## config.mk

```make
export PLATFORM = sky130hd
export DESIGN_NAME = seg14_scan_ctrl_flat
export DESIGN_NICKNAME = d
export VERILOG_FILES = /design/src/rtl/seg14_pkg.sv /design/src/rtl/seg14_scan_ctrl_if.sv /design/src/rtl/seg14_msg_buf.sv /design/src/rtl/seg14_scan_ctrl.sv /design/src/flat_wrapper.sv
export SDC_FILE = /design/constraint.sdc
export NUM_CORES = 1
export LEC_CHECK = 0
export ABC_CLOCK_PERIOD_IN_PS = 5500
export BUFFER_PORTS_ARGS = -buffer_cell sky130_fd_sc_hd__clkbuf_2
export CAP_MARGIN = 20
export CORE_UTILIZATION = 58
export DETAILED_ROUTE_END_ITERATION = 7
export HOLD_SLACK_MARGIN = 0.02
export PLACE_DENSITY = 0.75
export SYNTH_ARGS = -nofsm -noshare
export SYNTH_HDL_FRONTEND = slang
export SYNTH_SLANG_ARGS = --single-unit
```

## constraint.sdc

```tcl
create_clock -name clk -period 5.5 [get_ports clk]
set_clock_uncertainty 0.15 [all_clocks]
set_input_delay 0.275 -clock clk [delete_from_list [all_inputs] [get_ports clk]]
set_output_delay 0.275 -clock clk [all_outputs]
set_load 0.03 [all_outputs]
```

## src/rtl/seg14_pkg.sv

```systemverilog
`default_nettype none
// ============================================================================
// Package : seg14_pkg -- character/glyph types and 14-segment glyph lookup
// Rev     : 1.0
// ============================================================================
package seg14_pkg;

   typedef logic [5:0]  char_t;
   typedef logic [13:0] glyph_t;
   typedef logic [3:0]  msg_addr_t;

   typedef enum logic [0:0] {
      SLOT_BLANK = 1'b0,
      SLOT_SHOW  = 1'b1
   } slot_state_t;

   localparam int     c_msg_len   = 16;
   localparam glyph_t GLYPH_SPACE = 14'h0000;

   // Bit order a,b,c,d,e,f,g1,g2,h,i,j,k,l,m (a = bit 13). h/j upper diagonals,
   // i/l centre verticals, k/m lower-left/lower-right diagonals.
   function automatic glyph_t glyph(input char_t c);
      case (c)
         6'd1:    glyph = 14'h3BC0; // A
         6'd2:    glyph = 14'h3C52; // B
         6'd3:    glyph = 14'h2700; // C
         6'd4:    glyph = 14'h3C12; // D
         6'd5:    glyph = 14'h2780; // E
         6'd6:    glyph = 14'h2380; // F
         6'd7:    glyph = 14'h2F40; // G
         6'd8:    glyph = 14'h1BC0; // H
         6'd9:    glyph = 14'h2412; // I
         6'd10:   glyph = 14'h1E00; // J
         6'd11:   glyph = 14'h0389; // K
         6'd12:   glyph = 14'h0700; // L
         6'd13:   glyph = 14'h1B28; // M
         6'd14:   glyph = 14'h1B21; // N
         6'd15:   glyph = 14'h3F00; // O
         6'd16:   glyph = 14'h33C0; // P
         6'd17:   glyph = 14'h3F01; // Q
         6'd18:   glyph = 14'h33C1; // R
         6'd19:   glyph = 14'h2DC0; // S
         6'd20:   glyph = 14'h2012; // T
         6'd21:   glyph = 14'h1F00; // U
         6'd22:   glyph = 14'h030C; // V
         6'd23:   glyph = 14'h1B05; // W
         6'd24:   glyph = 14'h002D; // X
         6'd25:   glyph = 14'h002A; // Y
         6'd26:   glyph = 14'h240C; // Z
         6'd27:   glyph = 14'h3F0C; // 0
         6'd28:   glyph = 14'h1808; // 1
         6'd29:   glyph = 14'h36C0; // 2
         6'd30:   glyph = 14'h3C40; // 3
         6'd31:   glyph = 14'h19C0; // 4
         6'd32:   glyph = 14'h2DC0; // 5
         6'd33:   glyph = 14'h2FC0; // 6
         6'd34:   glyph = 14'h3800; // 7
         6'd35:   glyph = 14'h3FC0; // 8
         6'd36:   glyph = 14'h3DC0; // 9
         default: glyph = GLYPH_SPACE;
      endcase
   endfunction

endpackage
`default_nettype wire

```

## src/rtl/seg14_scan_ctrl_if.sv

```systemverilog
`default_nettype none
// ============================================================================
// Interface : seg14_scan_ctrl_if -- host write/commit port of the message buffer
// Rev       : 1.0
// ============================================================================
interface seg14_scan_ctrl_if;
   import seg14_pkg::*;

   logic      wr_valid;
   logic      wr_ready;
   msg_addr_t wr_addr;
   char_t     wr_char;
   logic      commit;

   modport master (
      output wr_valid,
      output wr_addr,
      output wr_char,
      output commit,
      input  wr_ready
   );

   modport slave (
      input  wr_valid,
      input  wr_addr,
      input  wr_char,
      input  commit,
      output wr_ready
   );

endinterface
`default_nettype wire

```

## src/rtl/seg14_msg_buf.sv

```systemverilog
`default_nettype none
// ============================================================================
// Module : seg14_msg_buf -- double-buffered 16-char message with commit copy
// Rev    : 1.0
// ============================================================================
module seg14_msg_buf
   import seg14_pkg::*;
(
   input  logic      clk,
   input  logic      rst_n,
   input  logic      i_wr_en,
   input  msg_addr_t i_wr_addr,
   input  char_t     i_wr_char,
   input  logic      i_commit,
   input  logic      i_frame_end,
   output logic      o_pending,
   input  msg_addr_t i_rd_addr,
   output char_t     o_rd_char
);

   char_t r_shadow [c_msg_len];
   char_t r_active [c_msg_len];
   logic  r_pending;

   // Writes are blocked while pending, so a write never races the copy.
   always_ff @(posedge clk or negedge rst_n) begin
      if (!rst_n) begin
         for (int i = 0; i < c_msg_len; i++) begin
            r_shadow[i] <= '0;
            r_active[i] <= '0;
         end
         r_pending <= 1'b0;
      end else begin
         if (i_wr_en) begin
            r_shadow[i_wr_addr] <= i_wr_char;
         end
         if (i_frame_end && r_pending) begin
            for (int i = 0; i < c_msg_len; i++) begin
               r_active[i] <= r_shadow[i];
            end
            r_pending <= 1'b0;
         end else if (i_commit) begin
            r_pending <= 1'b1;
         end
      end
   end

   assign o_pending = r_pending;
   assign o_rd_char = r_active[i_rd_addr];

endmodule
`default_nettype wire

```

## src/rtl/seg14_scan_ctrl.sv

```systemverilog
`default_nettype none
// ============================================================================
// Module : seg14_scan_ctrl -- 14-segment digit scanner with blanking and scroll
// Rev    : 1.0
// ============================================================================
module seg14_scan_ctrl
   import seg14_pkg::*;
#(
   parameter int DIGITS        = 12,
   parameter int SCAN_DIV      = 1000,
   parameter int BLANK_CYC     = 16,
   parameter int SCROLL_FRAMES = 32
)(
   input  logic                clk,
   input  logic                rst_n,
   seg14_scan_ctrl_if.slave    host,
   input  logic                scroll_en,
   output logic [DIGITS-1:0]   sel,
   output glyph_t              segm,
   output logic                frame_tick
);

   // DIGITS must not exceed the 16-entry message; BLANK_CYC must be at least 1.
   localparam int c_slot_w = (SCAN_DIV > 1) ? $clog2(SCAN_DIV) : 1;
   localparam int c_dig_w  = (DIGITS > 1) ? $clog2(DIGITS) : 1;
   localparam int c_frm_w  = (SCROLL_FRAMES > 1) ? $clog2(SCROLL_FRAMES) : 1;

   localparam logic [c_slot_w-1:0] c_slot_last  = c_slot_w'(SCAN_DIV - 1);
   localparam logic [c_slot_w-1:0] c_blank_last = c_slot_w'(BLANK_CYC - 1);
   localparam logic [c_dig_w-1:0]  c_dig_last   = c_dig_w'(DIGITS - 1);
   localparam logic [c_frm_w-1:0]  c_frm_last   = c_frm_w'(SCROLL_FRAMES - 1);
   localparam logic [DIGITS-1:0]   c_sel_one    = DIGITS'(1);

   slot_state_t         r_state;
   logic [c_slot_w-1:0] r_slot;
   logic [c_dig_w-1:0]  r_digit;
   logic [DIGITS-1:0]   r_sel;
   glyph_t              r_segm;
   msg_addr_t           r_offset;
   logic [c_frm_w-1:0]  r_frm_cnt;

   logic      w_slot_wrap;
   logic      w_frame_end;
   logic      w_pending;
   logic      w_wr_en;
   msg_addr_t w_rd_addr;
   char_t     w_rd_char;

   assign w_slot_wrap   = (r_slot == c_slot_last);
   assign w_frame_end   = w_slot_wrap && (r_digit == c_dig_last);
   assign host.wr_ready = ~w_pending;
   assign w_wr_en       = host.wr_valid && ~w_pending;
   assign w_rd_addr     = scroll_en ? (msg_addr_t'(r_digit) + r_offset)
                                    : msg_addr_t'(r_digit);

   seg14_msg_buf u_msg_buf (
      .clk         (clk),
      .rst_n       (rst_n),
      .i_wr_en     (w_wr_en),
      .i_wr_addr   (host.wr_addr),
      .i_wr_char   (host.wr_char),
      .i_commit    (host.commit),
      .i_frame_end (w_frame_end),
      .o_pending   (w_pending),
      .i_rd_addr   (w_rd_addr),
      .o_rd_char   (w_rd_char)
   );

   // r_state tracks whether the current slot_cnt lies in the blank window.
   always_ff @(posedge clk or negedge rst_n) begin
      if (!rst_n) begin
         r_state <= SLOT_BLANK;
         r_slot  <= '0;
         r_digit <= '0;
         r_sel   <= '0;
         r_segm  <= GLYPH_SPACE;
      end else begin
         r_slot <= w_slot_wrap ? '0 : r_slot + c_slot_w'(1);
         if (w_slot_wrap) begin
            r_digit <= (r_digit == c_dig_last) ? '0 : r_digit + c_dig_w'(1);
         end
         case (r_state)
            SLOT_BLANK: begin
               r_sel  <= '0;
               r_segm <= GLYPH_SPACE;
               if (r_slot == c_blank_last) begin
                  r_state <= SLOT_SHOW;
               end
            end
            SLOT_SHOW: begin
               r_sel  <= c_sel_one << r_digit;
               r_segm <= glyph(w_rd_char);
               if (w_slot_wrap) begin
                  r_state <= SLOT_BLANK;
               end
            end
            default: begin
               r_state <= SLOT_BLANK;
               r_sel   <= '0;
               r_segm  <= GLYPH_SPACE;
            end
         endcase
      end
   end

   // A commit landing at frame end restarts the scroll from the first character.
   always_ff @(posedge clk or negedge rst_n) begin
      if (!rst_n) begin
         r_offset  <= '0;
         r_frm_cnt <= '0;
      end else if (w_frame_end && w_pending) begin
         r_offset  <= '0;
         r_frm_cnt <= '0;
      end else if (!scroll_en) begin
         r_frm_cnt <= '0;
      end else if (w_frame_end) begin
         if (r_frm_cnt == c_frm_last) begin
            r_frm_cnt <= '0;
            r_offset  <= r_offset + 4'd1;
         end else begin
            r_frm_cnt <= r_frm_cnt + c_frm_w'(1);
         end
      end
   end

   assign sel        = r_sel;
   assign segm       = r_segm;
   assign frame_tick = w_frame_end;

endmodule
`default_nettype wire

```

## src/flat_wrapper.sv

```systemverilog
// flat-port wrapper written by rule: the top's interface ports become plain ports
module seg14_scan_ctrl_flat import seg14_pkg::*;
#(
   parameter int DIGITS        = 12,
   parameter int SCAN_DIV      = 1000,
   parameter int BLANK_CYC     = 16,
   parameter int SCROLL_FRAMES = 32
)
  (clk, rst_n, scroll_en, sel, segm, frame_tick, host_wr_valid, host_wr_addr, host_wr_char, host_commit, host_wr_ready);
  seg14_scan_ctrl_if host_i ();
  input  logic clk;
  input  logic rst_n;
  input  logic scroll_en;
  output logic [DIGITS-1:0] sel;
  output glyph_t segm;
  output logic frame_tick;
  input wire logic [$bits(host_i.wr_valid)-1:0] host_wr_valid;
  input wire logic [$bits(host_i.wr_addr)-1:0] host_wr_addr;
  input wire logic [$bits(host_i.wr_char)-1:0] host_wr_char;
  input wire logic [$bits(host_i.commit)-1:0] host_commit;
  output wire logic [$bits(host_i.wr_ready)-1:0] host_wr_ready;
  assign host_i.wr_valid = host_wr_valid;
  assign host_i.wr_addr = host_wr_addr;
  assign host_i.wr_char = host_wr_char;
  assign host_i.commit = host_commit;
  assign host_wr_ready = host_i.wr_ready;
  seg14_scan_ctrl #(.DIGITS(DIGITS), .SCAN_DIV(SCAN_DIV), .BLANK_CYC(BLANK_CYC), .SCROLL_FRAMES(SCROLL_FRAMES)) u_core (.clk(clk), .rst_n(rst_n), .host(host_i), .scroll_en(scroll_en), .sel(sel), .segm(segm), .frame_tick(frame_tick));
endmodule
```

==> results by group <==
Run status
  – Status: complete, no violations

Min path
  – Hold WC Path Type: input pin to flip-flop

Layout
  – Finished Cell Area: between 0.01 and 0.015 mm^2
  – Fin nets: 944
  – Fraction of layout cells with a size suffix above 1: roughly 32%
  – Syn-to-layout area delta: 11.0%
  – Diodes inserted: 0

Clock tree
  – CTS Root Cell: clkbuf_16
  – Num Clock Sinks: approximately 240
  – Clk buf depth: 3
  – Worst-Skew Late Latency: 540 ps
  – Post-CTS Setup Bufs: 0
  – TritonCTS clock tree: built
  – Total CTS buffers: 25
  – Max H-tree Level: 1
  – Worst-path clk slew: around 60 ps
  – # resized after CTS: 0

Yosys
  – Synth Area in Compound Gates: 6.03%
  – Post-synthesis mux area share: between 20% and 30%
  – Main synth FF type: dfrtp_1
  – Synthesized instance count: 870
  – Yosys cell types: 63
  – Post-Syn Area: approximately 0.011 mm^2
  – Main combinational cell family by area after synthesis: multiplexers
  – Seq/Total Area, Yosys: between 50% and 60%
  – Syn_area_per_cell: 12.8 um^2
  – FF+latch count, synth: approximately 240
  – Yosys Warn Count: 0
  – Cell taking the most area after synthesis: dfrtp_1
  – Synth Area in Simple Gates: 8.45%
  – Syn_nets: ~910
  – Most numerous cell in the Yosys netlist: dfrtp_1
  – Top cells by count, synth: dfrtp_1, mux2_2, nand2_1
  – Adder-cell area share of the yosys netlist: under 10%
  – Synth Area in XOR/XNOR: less than 1%
  – Top cell type's share of synthesized area: between 50% and 60%
  – Top cells by area, synth: dfrtp_1, mux2_2, mux2i_1
  – Share of synthesized registers carrying an async set or reset: between 90% and 100%
  – EDFF count, synth: 0

Drt
  – Routed WL: ~23000 um
  – DRC: 0
  – Drt first-iter violations: between 500 and 600
  – Vias per inst: about 6.0
  – WL/cell: ~20 um
  – Via count: ~7000
  – Pre-antenna DRT Iters: 5
  – Antenna Nets Post-Route: 0

STA
  – Relative slew slack: 41.2%
  – Max Freq: about 220 MHz
  – Setup TNS Final: 0 ps
  – Slew Viols, Final: 0
  – Setup Viol. Count Final: 0
  – Final Hold Fails: 0
  – Tcrit/Tclk final: 82.7%
  – Worst Tran Pin Value: slightly below 900 ps
  – Fin crit period: about 4500 ps
  – RSZ-0062 raised after global routing: no

GRT
  – Largest net degree at the start of global routing: 139
  – Global Route Usage Sum: between 20% and 30%
  – Antenna violations before repair: 0
  – First-pass GRT wire length: 37000 um
  – Vias in the first global route: about 7000
  – GR Overflow Total: 0

Pwr
  – Worst IR Drop VDD: between 0.0002 and 0.0003 V
  – Sw Pwr: ~0.84 mW
  – Power share of the clock group: 46.0%
  – Internal Power: between 2 and 3 mW
  – Power Total: about 3.8 mW
  – Pwr per Cell Area: between 300 and 400 mW/mm^2
  – Leakage power: ~6.2 nW
  – Power share of the combinational group: 5.3%
  – Switch share: 22.4%
  – Reg power frac: roughly 50%

Die
  – Die Area: 0.0198 mm^2
  – Initial core utilization: around three fifths
  – Rows: 50
  – Die X: 141 um
  – Placeable Area: approximately 0.019 mm^2
  – Die height: roughly 140 um
  – Ports: 43

Placed design
  – Final Wtd Congestion: 0.899
  – Port Buffer Count: 42
  – Dpl hpwl: 14400 um
  – Area after DPL: 0.0115 mm^2

Critical path
  – Crit path kind: flip-flop to flip-flop
  – Worst EP required: between 5000 and 6000 ps
  – CP startpoint kind: flip-flop
  – Worst setup EP type: flip-flop
  – CP arrival: roughly 4800 ps
  – Crit Path Max Fanout: 10

Run
  – Max-cap violation count: 0
## worst max-delay path: stages (launching register included)
cell and delay (ps):
dfrtp_1 570, ha_1 260, fa_1 480, nand2b_1 200, o22ai_1 600, a222oi_1 160
mux2_2 330, o211ai_1 280, inv_1 220, ha_1 420, inv_1 190, nor2_1 70
o311ai_0 340, a31oi_1 130
## stage by stage
step / hold slack, ps / setup slack [ps] / utilization [%] / cells
after floorplan: -171 / 1590 / - / 870
after global placement: 216 / 1130 / 61.3 / 1113
after detailed placement: 214 / 1000 / 61.3 / 1113
after CTS: 98.2 / 959 / 65.9 / 1159
after global routing: 123 / 577 / 65.9 / 1159
final: 108 / 950 / 65.9 / 1159
## placed cells by master, fill, tap and decap left out, types with 7 or more instances in the layout
| cell type | netlist | layout |
|---|---|---|
| nand2_1 | 71 | 70 |
| nor2b_1 | 12 | 12 |
| mux2_2 | 198 | 198 |
| inv_1 | 12 | 12 |
| ha_1 | 20 | 20 |
| nand3_1 | 29 | 29 |
| and3_1 | 9 | 9 |
| a21oi_1 | 17 | 17 |
| clkbuf_1 | 24 | 7 |
| nor3_1 | 9 | 9 |
| clkbuf_16 | 0 | 25 |
| buf_4 | 2 | 10 |
| o21ai_0 | 20 | 20 |
| xnor2_1 | 7 | 7 |
| nand4_1 | 8 | 8 |
| mux2i_1 | 48 | 48 |
| nor2_1 | 32 | 32 |
| dfrtp_1 | 243 | 243 |
| clkbuf_2 | 1 | 41 |
## cell families (layout without fill, tap and decap cells)
| family | count (synthesis) | after routing |
|---|---|---|
| AND/OR/NAND/NOR | 192 | 192 |
| adder cells (fa/ha/maj) | 21 | 21 |
| multiplexers | 249 | 249 |
| XOR/XNOR | 12 | 12 |
| buffers and inverters | 57 | 112 |
| flip-flops | 243 | 243 |
| AO/OA/AOI/OAI | 96 | 96 |
## flip-flops by register name (all words and copies together) (netlist names)
signal	flops
u_core.u_msg_buf.r_active	96
u_core.u_msg_buf.r_shadow	96
u_core.r_state	1
u_core.sel	12
u_core.u_msg_buf.o_pending	1
u_core.segm	14
u_core.r_slot	10
u_core.r_frm_cnt	5
u_core.r_offset	4
u_core.r_digit	4
## metal layers
layer,vias to the layer above,track usage [%],routed length [um]
li1,3216,-,-
met2,183,38.9,10500
met5,-,0,0
met4,0,6.92,588
met1,3528,34.2,10600
met3,42,3.29,980
## path summary, 6_finish.rpt
check,start,endpoint,slack (ps),cells after the start
max reg2reg,u_core.r_digit[0]$_DFFE_PN0N_,u_core.segm[11]$_DFF_PN0_,950,13
max in group asynchronous,rst_n,u_core.u_msg_buf.r_shadow[78]$_DFFE_PN0P_,3790,3
max,u_core.r_digit[0]$_DFFE_PN0N_,u_core.segm[11]$_DFF_PN0_,950,13
min reg2reg,u_core.r_slot[0]$_DFF_PN0_,u_core.r_slot[0]$_DFF_PN0_,310,1
min,host_wr_char[5],u_core.u_msg_buf.r_shadow[5]$_DFFE_PN0P_,110,2
min in group asynchronous,rst_n,u_core.r_slot[9]$_DFF_PN0_,210,2
## final cells by class
type	instances	area (um^2)
multi-input cells	570	4760
clock inverters	8	135
well taps	234	293
fillers	1426	6400
clock buffers	36	707
repair buffers	55	335
flip-flops and latches	243	6080
inverters	13	48.8
## power groups by stage
stage	registers, mW	clock network, mW	logic [mW]
global placement	1.86	0	0.198
finish	1.83	1.73	0.201
CTS	1.83	1.76	0.203
floorplan	1.88	0	0.103
global route	1.83	1.82	0.221
detailed placement	1.86	0	0.200
## timing repair
item	CTS	global route
endpoints found under the hold margin	106	0
endpoints found under the setup margin	0	0
hold buffers	2	0
No activity file was read; power rests on OpenSTA's default activity.
